### config.mk
export PLATFORM = sky130hd
export DESIGN_NAME = eth_mdio_master
export DESIGN_NICKNAME = d
export VERILOG_FILES = /design/src/rtl/eth_mdio_master_pkg.sv /design/src/rtl/eth_mdio_master_mdc_gen.sv /design/src/rtl/eth_mdio_master.sv
export SDC_FILE = /design/constraint.sdc
export NUM_CORES = 1
export LEC_CHECK = 0
export CORE_ASPECT_RATIO = 0.6
export CORE_MARGIN = 1
export CORE_UTILIZATION = 25
export CTS_BUF_LIST = sky130_fd_sc_hd__clkbuf_16
export DETAILED_ROUTE_END_ITERATION = 6
export DONT_BUFFER_PORTS = 1
export PLACE_DENSITY_LB_ADDON = 0.05
export SLEW_MARGIN = 5
export SYNTH_ARGS = -nofsm -noshare
export SYNTH_HDL_FRONTEND = slang
export SYNTH_HIERARCHICAL = 1
export SYNTH_SLANG_ARGS = --single-unit
### constraint.sdc
create_clock -name clk -period 9.1 [get_ports clk]
set_clock_uncertainty 0.15 [all_clocks]
set_input_delay 0.91 -clock clk [delete_from_list [all_inputs] [get_ports clk]]
set_output_delay 0.91 -clock clk [all_outputs]
set_load 0.01 [all_outputs]
### src/rtl/eth_mdio_master_pkg.sv
// Shared constants, state encoding and frame builder for the clause-22 MDIO master.
package eth_mdio_master_pkg;

  localparam logic [1:0] ETH_MDIO_ST    = 2'b01;
  localparam logic [1:0] ETH_MDIO_OP_RD = 2'b10;
  localparam logic [1:0] ETH_MDIO_OP_WR = 2'b01;
  localparam logic [1:0] ETH_MDIO_TA_WR = 2'b10;

  localparam int PRE_BITS  = 32;
  localparam int CMD_BITS  = 14;
  localparam int TA_BITS   = 2;
  localparam int DATA_BITS = 16;

  typedef enum logic [2:0] {
    MDIO_IDLE = 3'd0,
    MDIO_PRE  = 3'd1,
    MDIO_CMD  = 3'd2,
    MDIO_TA   = 3'd3,
    MDIO_DATA = 3'd4
  } mdio_state_t;

  // Everything after the preamble, MSB first. The TA field is only driven on writes.
  function automatic logic [31:0] mdio_frame(input logic        wr,
                                             input logic [4:0]  phy_addr,
                                             input logic [4:0]  reg_addr,
                                             input logic [15:0] wdata);
    return {ETH_MDIO_ST, (wr ? ETH_MDIO_OP_WR : ETH_MDIO_OP_RD),
            phy_addr, reg_addr, ETH_MDIO_TA_WR, wdata};
  endfunction

endpackage

### src/rtl/eth_mdio_master_mdc_gen.sv
// MDC generator: DIV clk cycles low, DIV high, with strobes one cycle ahead of each edge.
module eth_mdc_gen #(
  parameter int DIV = 20
) (
  input  logic clk,
  input  logic res,
  input  logic run,
  output logic mdc,
  output logic mdc_rise,
  output logic mdc_fall
);

  localparam logic [7:0] DIV_LAST = 8'(DIV - 1);

  logic [7:0] div_cnt_reg, div_cnt_next;
  logic       mdc_reg, mdc_next;
  logic       wrap;

  always_comb begin
    wrap         = run && (div_cnt_reg == DIV_LAST);
    div_cnt_next = 8'd0;
    mdc_next     = 1'b0;
    if (run) begin
      div_cnt_next = wrap ? 8'd0 : div_cnt_reg + 8'd1;
      mdc_next     = wrap ? ~mdc_reg : mdc_reg;
    end
  end

  always_ff @(posedge clk or negedge res) begin
    if (!res) begin
      div_cnt_reg <= 8'd0;
      mdc_reg     <= 1'b0;
    end else begin
      div_cnt_reg <= div_cnt_next;
      mdc_reg     <= mdc_next;
    end
  end

  // Strobes are high in the cycle whose closing edge moves mdc.
  assign mdc      = mdc_reg;
  assign mdc_rise = wrap && !mdc_reg;
  assign mdc_fall = wrap && mdc_reg;

endmodule

### src/rtl/eth_mdio_master.sv
// Clause-22 MDIO master: serialises read/write frames and returns read data with a one-cycle strobe.
module eth_mdio_master
  import eth_mdio_master_pkg::*;
#(
  parameter int DIV    = 20,
  parameter bit NO_PRE = 1'b0
) (
  input  logic        clk,
  input  logic        res,
  input  logic        start,
  input  logic        wr,
  input  logic [4:0]  phy_addr,
  input  logic [4:0]  reg_addr,
  input  logic [15:0] wdata,
  output logic        busy,
  output logic [15:0] rdata,
  output logic        rdata_vld,
  output logic        mdc,
  output logic        mdo,
  output logic        mdo_en,
  input  logic        mdi
);

  mdio_state_t state_reg, state_next;
  logic [5:0]  bit_cnt_reg, bit_cnt_next;
  logic [31:0] tx_reg, tx_next;
  logic [15:0] rx_reg, rx_next;
  logic        wr_reg, wr_next;
  logic [15:0] rdata_reg, rdata_next;
  logic        rdata_vld_reg, rdata_vld_next;
  logic        mdo_reg, mdo_next;
  logic        mdo_en_reg, mdo_en_next;
  logic        last_bit;
  logic        mdc_rise, mdc_fall;

  eth_mdc_gen #(.DIV(DIV)) u_mdc_gen (
    .clk      (clk),
    .res      (res),
    .run      (state_reg != MDIO_IDLE),
    .mdc      (mdc),
    .mdc_rise (mdc_rise),
    .mdc_fall (mdc_fall)
  );

  always_ff @(posedge clk or negedge res) begin
    if (!res) begin
      state_reg     <= MDIO_IDLE;
      bit_cnt_reg   <= 6'd0;
      tx_reg        <= 32'd0;
      rx_reg        <= 16'd0;
      wr_reg        <= 1'b0;
      rdata_reg     <= 16'd0;
      rdata_vld_reg <= 1'b0;
      mdo_reg       <= 1'b1;
      mdo_en_reg    <= 1'b0;
    end else begin
      state_reg     <= state_next;
      bit_cnt_reg   <= bit_cnt_next;
      tx_reg        <= tx_next;
      rx_reg        <= rx_next;
      wr_reg        <= wr_next;
      rdata_reg     <= rdata_next;
      rdata_vld_reg <= rdata_vld_next;
      mdo_reg       <= mdo_next;
      mdo_en_reg    <= mdo_en_next;
    end
  end

  always_comb begin
    state_next     = state_reg;
    bit_cnt_next   = bit_cnt_reg;
    tx_next        = tx_reg;
    rx_next        = rx_reg;
    wr_next        = wr_reg;
    rdata_next     = rdata_reg;
    rdata_vld_next = 1'b0;
    mdo_next       = 1'b1;
    mdo_en_next    = 1'b0;
    last_bit       = 1'b0;

    case (state_reg)
      MDIO_PRE:  last_bit = (bit_cnt_reg == 6'(PRE_BITS - 1));
      MDIO_CMD:  last_bit = (bit_cnt_reg == 6'(CMD_BITS - 1));
      MDIO_TA:   last_bit = (bit_cnt_reg == 6'(TA_BITS - 1));
      MDIO_DATA: last_bit = (bit_cnt_reg == 6'(DATA_BITS - 1));
      default:   last_bit = 1'b0;
    endcase

    if (state_reg == MDIO_IDLE) begin
      if (start) begin
        state_next   = NO_PRE ? MDIO_CMD : MDIO_PRE;
        bit_cnt_next = 6'd0;
        tx_next      = mdio_frame(wr, phy_addr, reg_addr, wdata);
        wr_next      = wr;
      end
    end else if (mdc_fall) begin
      // The preamble is generated as constant ones; the shifter only advances after it.
      if (state_reg != MDIO_PRE) tx_next = {tx_reg[30:0], 1'b0};
      if (last_bit) begin
        bit_cnt_next = 6'd0;
        case (state_reg)
          MDIO_PRE: state_next = MDIO_CMD;
          MDIO_CMD: state_next = MDIO_TA;
          MDIO_TA:  state_next = MDIO_DATA;
          default: begin
            state_next = MDIO_IDLE;
            if (!wr_reg) begin
              rdata_next     = rx_reg;
              rdata_vld_next = 1'b1;
            end
          end
        endcase
      end else begin
        bit_cnt_next = bit_cnt_reg + 6'd1;
      end
    end

    if (mdc_rise && (state_reg == MDIO_DATA) && !wr_reg) rx_next = {rx_reg[14:0], mdi};

    // Pin values follow the next state so they only move at frame start or on an mdc fall.
    case (state_next)
      MDIO_PRE: begin
        mdo_next    = 1'b1;
        mdo_en_next = 1'b1;
      end
      MDIO_CMD: begin
        mdo_next    = tx_next[31];
        mdo_en_next = 1'b1;
      end
      MDIO_TA, MDIO_DATA: begin
        mdo_next    = wr_next ? tx_next[31] : 1'b1;
        mdo_en_next = wr_next;
      end
      default: begin
        mdo_next    = 1'b1;
        mdo_en_next = 1'b0;
      end
    endcase
  end

  assign busy      = (state_reg != MDIO_IDLE);
  assign rdata     = rdata_reg;
  assign rdata_vld = rdata_vld_reg;
  assign mdo       = mdo_reg;
  assign mdo_en    = mdo_en_reg;

endmodule

==> impl_metrics.env, run 1 <==
export IMPL_status="finished clean"
export IMPL_syn_inst=341
export IMPL_syn2layout_area_growth_pct=11.6
export IMPL_slowest_delay_ps=570
export IMPL_power_per_cell_area_nw_per_um2=169
export IMPL_grt_pass1_vias=2575
export IMPL_finalSetupViolCount=0
export IMPL_groute_usage_overall_pct=12.0
export IMPL_start_kind="flop"
export IMPL_critPathCaptureType="flop"
export IMPL_cts_setup_buffers=0
export IMPL_p_leak_nw=1.82
export IMPL_cts_sink_count=86
export IMPL_viasPerCell=4.67
export IMPL_crit_buf_inv=1
export IMPL_syn_nets=375
export IMPL_clock_power_share_pct=47.1
export IMPL_path_delay_family="simple AND/OR/NAND/NOR gates"
export IMPL_synth_distinct_cells=44
export IMPL_largest_reg_flops=32
export IMPL_clk_pin_slew_ps=70
export IMPL_synth_top_area_cell="dfrtp_1"
export IMPL_ys_flop_type="dfrtp_1"
export IMPL_synth_edf_count=0
export IMPL_wl_per_cell_um=16.5
export IMPL_regArea_um2=2150
export IMPL_fin_ws_ps=5370
export IMPL_insertion_delay_ps=340
export IMPL_irDropWorstVdd_uv=68.8
export IMPL_netlist_area_um2=3830
export IMPL_worstPathArrival_ps=3780
export IMPL_critical_path_cell_chain="or4_4 -> or3_4 -> nor3_1 -> and2_1 -> buf_4 -> nor2_1 -> or2_2 -> nand2_1 -> o21ai_0"
export IMPL_fillers=1542
export IMPL_async_reset_ff_share_pct=100
export IMPL_final_max_slew_violation_count=0
export IMPL_layout_cells_non_filler=538
export IMPL_grt_overflow=0
export IMPL_relSlewSlack_pct=29.7
export IMPL_pre_cts_ws_ps=5350
export IMPL_synth_most_common_cell="dfrtp_1"
export IMPL_syn_area_per_cell_um2=11.2
export IMPL_synth_top_cells_by_area="dfrtp_1 55%, mux2_2 7.3%, a22oi_1 5.7%, o21ai_0 5.5%, nand2_1 4.0%"
export IMPL_synth_warnings=6
export IMPL_rows=34
export IMPL_cts_buffer_depth=2
export IMPL_multi_input_area_um2=1560
export IMPL_p_int_w=0.000566
export IMPL_path_class="reg2reg"
export IMPL_switchingPower_w=0.000158
export IMPL_cts_tree="built"
export IMPL_finalCritPeriodShare_pct=41.0
export IMPL_swShare_pct=21.8
export IMPL_drive_above_1_share_pct=17.4
export IMPL_synth_common_cells="85 x dfrtp_1, 42 x o21ai_0, 41 x nand2_1"
export IMPL_hpwl_um=5550
export IMPL_cts_hold_buf=0
export IMPL_cap_violations=0
export IMPL_place_gp_congestion=0.702
export IMPL_max_freq_mhz=268
export IMPL_antennaDiodeCount=0
export IMPL_fin_setup_tns_ps=0
export IMPL_cts_max_level=3
export IMPL_chipHeight_um=97.9
export IMPL_hp_class="in2async"
export IMPL_synth_top_area_share_pct=55.5
export IMPL_cts_resized=0
export IMPL_drtIter0Drc=85
export IMPL_firstDrtPassIters=4
export IMPL_seq_area_frac_synth_pct=56.2
export IMPL_core_um2=14700
export IMPL_io_pins=52
export IMPL_start_util_pct=26.0
export IMPL_port_buffers=0
export IMPL_critPathRequiredTime_ps=9150
export IMPL_cts_buffers=9
export IMPL_period_minus_slack_ps=3730
export IMPL_grt_max_degree=87
export IMPL_antenna_found_initial=0
export IMPL_p_comb_share_pct=0.1
export IMPL_drc_errors=0
export IMPL_seqPwrFrac_pct=52.8
export IMPL_via_count=2515
export IMPL_rsz0062_at_grt="false"
export IMPL_drtAntennaViolNets=0
export IMPL_power_w=0.000724
export IMPL_worstPathMaxFanout=30
export IMPL_place_inst=522
export IMPL_worst_pin_slew_ps=1050
export IMPL_nNetsFinal=369
export IMPL_cts_root_buf="clkbuf_16"
export IMPL_grt_first_pass_wirelength_um=14600
export IMPL_dieArea_um2=15900
export IMPL_die_w_um=162
export IMPL_cpMaxStageDelayCell="or4_4"
export IMPL_drt_wl_total_um=8900
export IMPL_ys_seq_elements=86
export IMPL_finalHoldViolCount=0
==> worst paths after layout <==
kind / from / to / slack (ps) / depth (start not counted)
max: u_mdc_gen/div_cnt_reg[5] / tx_reg[6] / 5370 / 9
min reg2reg: tx_reg[0] / tx_reg[0] / 330 / 2
min: res / rx_reg[7] / 100 / 0
min in group clk: tx_reg[0] / tx_reg[0] / 330 / 2
max reg2reg: u_mdc_gen/div_cnt_reg[5] / tx_reg[6] / 5370 / 9
max in group asynchronous: res / mdo / 8500 / 0
==> worst register-to-register path: stages (launching register included) <==
cell     delay, ps
dfrtp_1        410
or4_4          570
or3_4          370
nor3_1         510
and2_1         220
buf_4          330
nor2_1         220
or2_2          570
nand2_1        150
o21ai_0         90
==> layer usage <==
metal	track usage, %	routed length [µm]	vias up
met3	4.25	420	7
li1	-	-	1211
met1	17.8	4720	1257
met5	0	0	-
met2	16.0	3670	40
met4	3.92	89	0
==> kinds of logic (layout without fill, tap and decap cells) <==
logic type | count (synthesis) | in the layout | synth area share [%]
xor+xnor | 5 | 5 | 1.14
fa+ha+maj | 3 | 3 | 0.979
simple gates | 88 | 88 | 11.4
buf+inv | 27 | 26 | 3.36
compound gates | 95 | 95 | 15.3
mux | 37 | 37 | 11.7
flops | 86 | 86 | 56.2
==> final cells by class <==
| type | count | share of cell area [%] |
|---|---|---|
| Clock buffer | 9 | 5.26 |
| Clock inverter | 7 | 1.08 |
| Inverter | 7 | 0.614 |
| Multi-Input combinational cell | 228 | 36.4 |
| Sequential cell | 86 | 50.3 |
| Tap cell | 198 | 5.79 |
| Timing Repair Buffer | 3 | 0.526 |
==> power groups by stage <==
stage	logic (W)	clock network (W)	registers, W
after global placement	0.000000702	0	0.000390
after global routing	0.000000840	0.000371	0.000382
after floorplan	0.000000682	0	0.000390
final	0.000000712	0.000341	0.000383
after detailed placement	0.000000724	0	0.000390
after CTS	0.000000722	0.000356	0.000383
==> metrics by stage <==
stage          hold slack, ps  cell area [µm²]  utilization (%)
3_3_place_gp              305             4010             27.2
4_1_cts                  89.1             4280             29.1
6_report                  104             4280             29.1
5_1_grt                  81.7             4280             29.1
3_5_place_dp              311             4010             27.2
2_1_floorplan             290             3830                -
==> layout by cell type (no fill, tap or decap), types with 4 or more instances in the layout <==
cell / count
dfrtp_1: 85
o21ai_0: 42
nand2_1: 41
a22oi_1: 29
mux2_2: 25
nor2_1: 14
a21oi_1: 11
inv_1: 9
mux2_4: 9
clkbuf_16: 9
nand3_1: 6
and2_1: 4
clkinvlp_4: 4
(Power assumes the default switching activity.)
==> run 2, diff against run 1 <==
Clock period 9.1 ns to 3.8 ns, I/O delays scaled along.
==> run 2 against run 1 <==
  * Flip-flop and latch count unchanged
  * Critical path depth fell by 1
  * Worst hold slack lost 71 ps
  * Final cell count rose by 0.74%
  * Non-clock buffer count rose by 4
  * Power rose to 2.5 times the previous value
  * Largest power group unchanged
==> impl_metrics.env, run 2 (synthesis results as in run 1) <==
export IMPL_power_per_cell_area_nw_per_um2=420
export IMPL_cts_root_buf="clkbuf_16"
export IMPL_cts_buffer_depth=2
export IMPL_core_um2=14700
export IMPL_critPathCaptureType="flop"
export IMPL_antennaDiodeCount=0
export IMPL_grt_overflow=0
export IMPL_hpwl_um=5530
export IMPL_start_util_pct=26.0
export IMPL_path_delay_family="simple AND/OR/NAND/NOR gates"
export IMPL_rows=34
export IMPL_irDropWorstVdd_uv=255
export IMPL_power_w=0.00183
export IMPL_cts_sink_count=86
export IMPL_viasPerCell=4.70
export IMPL_drive_above_1_share_pct=18.3
export IMPL_hp_class="in2reg"
export IMPL_drtAntennaViolNets=0
export IMPL_cap_violations=0
export IMPL_relSlewSlack_pct=49.5
export IMPL_port_buffers=0
export IMPL_cpMaxStageDelayCell="or4_4"
export IMPL_rsz0062_at_grt="false"
export IMPL_critical_path_cell_chain="or4_4 -> or3_4 -> nor3_1 -> and2_1 -> nor2_1 -> or2_2 -> nand2_1 -> o21ai_0"
export IMPL_dieArea_um2=15900
export IMPL_critPathRequiredTime_ps=3850
export IMPL_slowest_delay_ps=570
export IMPL_final_max_slew_violation_count=0
export IMPL_drt_wl_total_um=8760
export IMPL_finalCritPeriodShare_pct=86.0
export IMPL_critPathLaunch="u_mdc_gen/div_cnt_reg[5]"
export IMPL_drc_errors=0
export IMPL_path_class="reg2reg"
export IMPL_die_w_um=162
export IMPL_grt_pass1_vias=2585
export IMPL_period_minus_slack_ps=3270
export IMPL_dpl_cell_area_um2=4020
export IMPL_chipHeight_um=97.9
export IMPL_finalSetupViolCount=0
export IMPL_io_pins=52
export IMPL_worstPathArrival_ps=3320
export IMPL_start_kind="flop"
export IMPL_fin_setup_tns_ps=0
export IMPL_wl_per_cell_um=16.2
export IMPL_final_common_cell="dfrtp_1"
export IMPL_grt_first_pass_wirelength_um=14700
export IMPL_worst_pin_slew_ps=756
export IMPL_cts_max_level=3
export IMPL_groute_usage_overall_pct=12.0
export IMPL_largest_reg_flops=32
export IMPL_reg2reg_from="u_mdc_gen/div_cnt_reg[5]"
export IMPL_firstDrtPassIters=5
export IMPL_syn2layout_area_growth_pct=13.7
export IMPL_clk_pin_slew_ps=70
export IMPL_cts_resized=0
export IMPL_insertion_delay_ps=340
export IMPL_crit_buf_inv=0
export IMPL_final_util_pct=29.6
export IMPL_status="finished clean"
export IMPL_max_freq_mhz=306
export IMPL_via_count=2548
export IMPL_mostFrequentLayoutCells="85 x dfrtp_1, 42 x o21ai_0, 41 x nand2_1"
export IMPL_design_area_um2=4360
export IMPL_finalHoldViolCount=0
export IMPL_grt_max_degree=87
export IMPL_place_gp_congestion=0.741
export IMPL_antenna_found_initial=0
export IMPL_worstPathMaxFanout=28
export IMPL_drtIter0Drc=126
export IMPL_p_leak_nw=1.87
export IMPL_cts_buffers=9
export IMPL_nNetsFinal=373
export IMPL_cts_tree="built"
export IMPL_min_from="mdi"
[run 2: changes by cell type in the layout (fill, tap and decap cells not counted), moves of 2 or more]
cell,change
buf_4,+2
inv_1,-2
clkinv_4,+2
clkinvlp_4,-4
[run 2: power by group]
part           internal [W]  switching, W
Clock              0.000512      0.000378
Sequential         0.000916   0.000000438
Combinational    0.00000488     0.0000186
[run 2: timing repair]
item,4_1_cts,5_1_grt
buffers inserted,0,0
endpoints found under the hold margin,86,0
hold buffers,2,0
[run 2: metal layers]
layer	up-vias	routed length, µm	track usage, %
li1	1224	-	-
met1	1261	4610	17.7
met2	56	3570	16.0
met3	7	488	4.16
met4	0	93	3.70
met5	-	0	0
[run 2: worst paths after layout]
kind                               to  slack [ps]  depth (start not counted)
max                        tx_reg[23]         530                          8
min                         rx_reg[0]          30                          1
max reg2reg                tx_reg[23]         530                          8
min reg2reg                 tx_reg[0]         320                          2
max in group asynchronous         mdo        2680                          2
min in group asynchronous   rx_reg[7]         440                          2
[run 2: metrics by stage]
step	setup WS [ps]	std cells	hold slack [ps]
2_1_floorplan	857	341	-65.6
3_3_place_gp	654	524	-63.6
3_5_place_dp	556	524	-63.5
4_1_cts	530	542	17.0
5_1_grt	344	542	20.5
6_report	532	542	32.9
[run 2: cell type report]
cell class,instances,area [µm²]
Fill cell,1555,10400
Sequential cell,86,2150
Multi-Input combinational cell,228,1560
Tap cell,198,248
Clock buffer,9,225
Timing Repair Buffer,7,75.1
Clock inverter,7,73.8
Inverter,7,26.3
==> run 3, diff against run 2 <==
Settings changed: RECOVER_POWER set to 100.
==> run 3 against run 2 <==
  * The run now ends with capacitance limit, slew limit left
  * Power decreased by 0.17%
  * Non-clock buffer count is the same
  * Final cell count stayed put
  * Flip-flop and latch count stayed put
  * Die area is the same
  * Via count down 0.16%
  * Clock power is essentially flat
  * Fmax down 3.1%
  * Combinational power is 13% lower
  * Global-route usage is the same
  * Utilization is 0.46 points lower
==> impl_metrics.env, run 3 (synthesis results as in run 1) <==
export IMPL_status="complete, but fails checks"
export IMPL_violations="capacitance limit, slew limit"
export IMPL_drive_above_1_share_pct=14.8
export IMPL_cts_hold_buf=2
export IMPL_layout_cells_non_filler=542
export IMPL_drtAntennaViolNets=0
export IMPL_final_max_slew_violation_count=120
export IMPL_finalHoldViolCount=0
export IMPL_cts_setup_buffers=0
export IMPL_dieArea_um2=15900
export IMPL_cts_buffers=9
export IMPL_grt_max_degree=87
export IMPL_port_buffers=0
export IMPL_viasPerCell=4.69
export IMPL_core_um2=14700
export IMPL_io_pins=52
export IMPL_path_class="reg2reg"
export IMPL_grt_pass1_vias=2585
export IMPL_hold_ws_ps=33.2
export IMPL_start_util_pct=26.0
export IMPL_worstPathArrival_ps=3450
export IMPL_mostFrequentLayoutCells="85 x dfrtp_1, 42 x o21ai_0, 41 x nand2_1"
export IMPL_cts_resized=0
export IMPL_finalSetupViolCount=0
export IMPL_place_inst=524
export IMPL_groute_usage_overall_pct=12.0
export IMPL_period_minus_slack_ps=3370
export IMPL_dpl_cell_area_um2=4020
export IMPL_wl_per_cell_um=16.2
export IMPL_hpwl_um=5530
export IMPL_via_count=2544
export IMPL_design_area_um2=4290
export IMPL_max_freq_mhz=296
export IMPL_power_w=0.00183
export IMPL_drc_errors=0
export IMPL_cts_root_buf="clkbuf_16"
export IMPL_critPathCaptureType="flop"
export IMPL_p_leak_nw=1.85
export IMPL_reg2reg_from="u_mdc_gen/div_cnt_reg[5]"
export IMPL_worstPathMaxFanout=17
export IMPL_fin_setup_tns_ps=0
export IMPL_largest_reg_flops=32
export IMPL_chipHeight_um=97.9
export IMPL_min_from="mdi"
export IMPL_start_kind="flop"
export IMPL_insertion_delay_ps=340
export IMPL_rows=34
export IMPL_drtIter0Drc=155
export IMPL_cts_tree="built"
export IMPL_worst_pin_slew_ps=2170
export IMPL_critPathLaunch="u_mdc_gen/div_cnt_reg[5]"
export IMPL_nNetsFinal=373
export IMPL_syn2layout_area_growth_pct=11.9
export IMPL_cts_sink_count=86
export IMPL_finalCritPeriodShare_pct=88.8
export IMPL_place_gp_congestion=0.741
export IMPL_cts_max_level=3
export IMPL_hp_class="in2reg"
export IMPL_antennaDiodeCount=0
export IMPL_cap_violations=2
export IMPL_grt_first_pass_wirelength_um=14700
export IMPL_cts_buffer_depth=2
export IMPL_critPathRequiredTime_ps=3880
export IMPL_clk_pin_slew_ps=70
export IMPL_rsz0062_at_grt="false"
export IMPL_antenna_found_initial=0
export IMPL_relSlewSlack_pct=-44.6
export IMPL_final_common_cell="dfrtp_1"
export IMPL_drt_wl_total_um=8770
export IMPL_firstDrtPassIters=5
export IMPL_power_per_cell_area_nw_per_um2=426
export IMPL_grt_overflow=0
export IMPL_die_w_um=162
export IMPL_irDropWorstVdd_uv=255
## run 3: cell count changes in the layout (fill, tap and decap cells not counted), moves of 2 or more
cell / previous run / this run
buf_4: 5 / 3
mux2_4: 9 / 1
and2_1: 4 / 1
and2_0: 0 / 3
clkbuf_2: 0 / 2
mux2_1: 0 / 8
## run 3: cell type report
class	instances	area, µm²
multi-input combinational	228	1520
sequential	86	2150
inverter	7	26.3
fill	1561	10400
clock inverter	7	73.8
tap	198	248
clock buffer	9	225
timing repair buffer	7	46.3
## run 3: where the power goes
group | internal (W) | total, W | switching, W | leakage (nW)
Sequential | 0.000916 | 0.000916 | 0.000000438 | 1.14
Clock | 0.000512 | 0.000890 | 0.000378 | 0.147
Combinational | 0.00000221 | 0.0000203 | 0.0000181 | 0.565
## run 3: worst max-delay path: stages (launching register included)
cell	delay, ps
dfrtp_1	410
or4_1	590
or3_1	410
nor3_1	480
and2_0	240
and3_1	160
clkbuf_2	420
mux2_2	390
## run 3: per-stage QoR
stage          setup WS (ps)  utilization [%]
2_1_floorplan            857                -
4_1_cts                  530             29.6
3_5_place_dp             556             27.3
5_1_grt                  210             29.1
6_report                 427             29.1
3_3_place_gp             654             27.3
## run 3: final timing paths
| check | to | slack (ps) | depth (start not counted) |
|---|---|---|---|
| hold / removal | rx_reg[0] | 30 | 1 |
| setup / recovery | rdata[4] | 430 | 7 |
| setup reg to reg | rdata[4] | 430 | 7 |
| max in group asynchronous | bit_cnt_reg[2] | 1160 | 2 |
| min in group asynchronous | rx_reg[7] | 1060 | 2 |
| hold reg to reg | tx_reg[0] | 320 | 2 |
## run 3: routing by layer
layer | GRT usage, % | vias to the layer above | share of wire [%]
li1 | - | 1225 | -
met1 | 17.7 | 1254 | 53
met2 | 16.0 | 58 | 41
met3 | 4.16 | 7 | 5.3
met4 | 3.70 | 0 | 1.1
met5 | 0 | - | 0
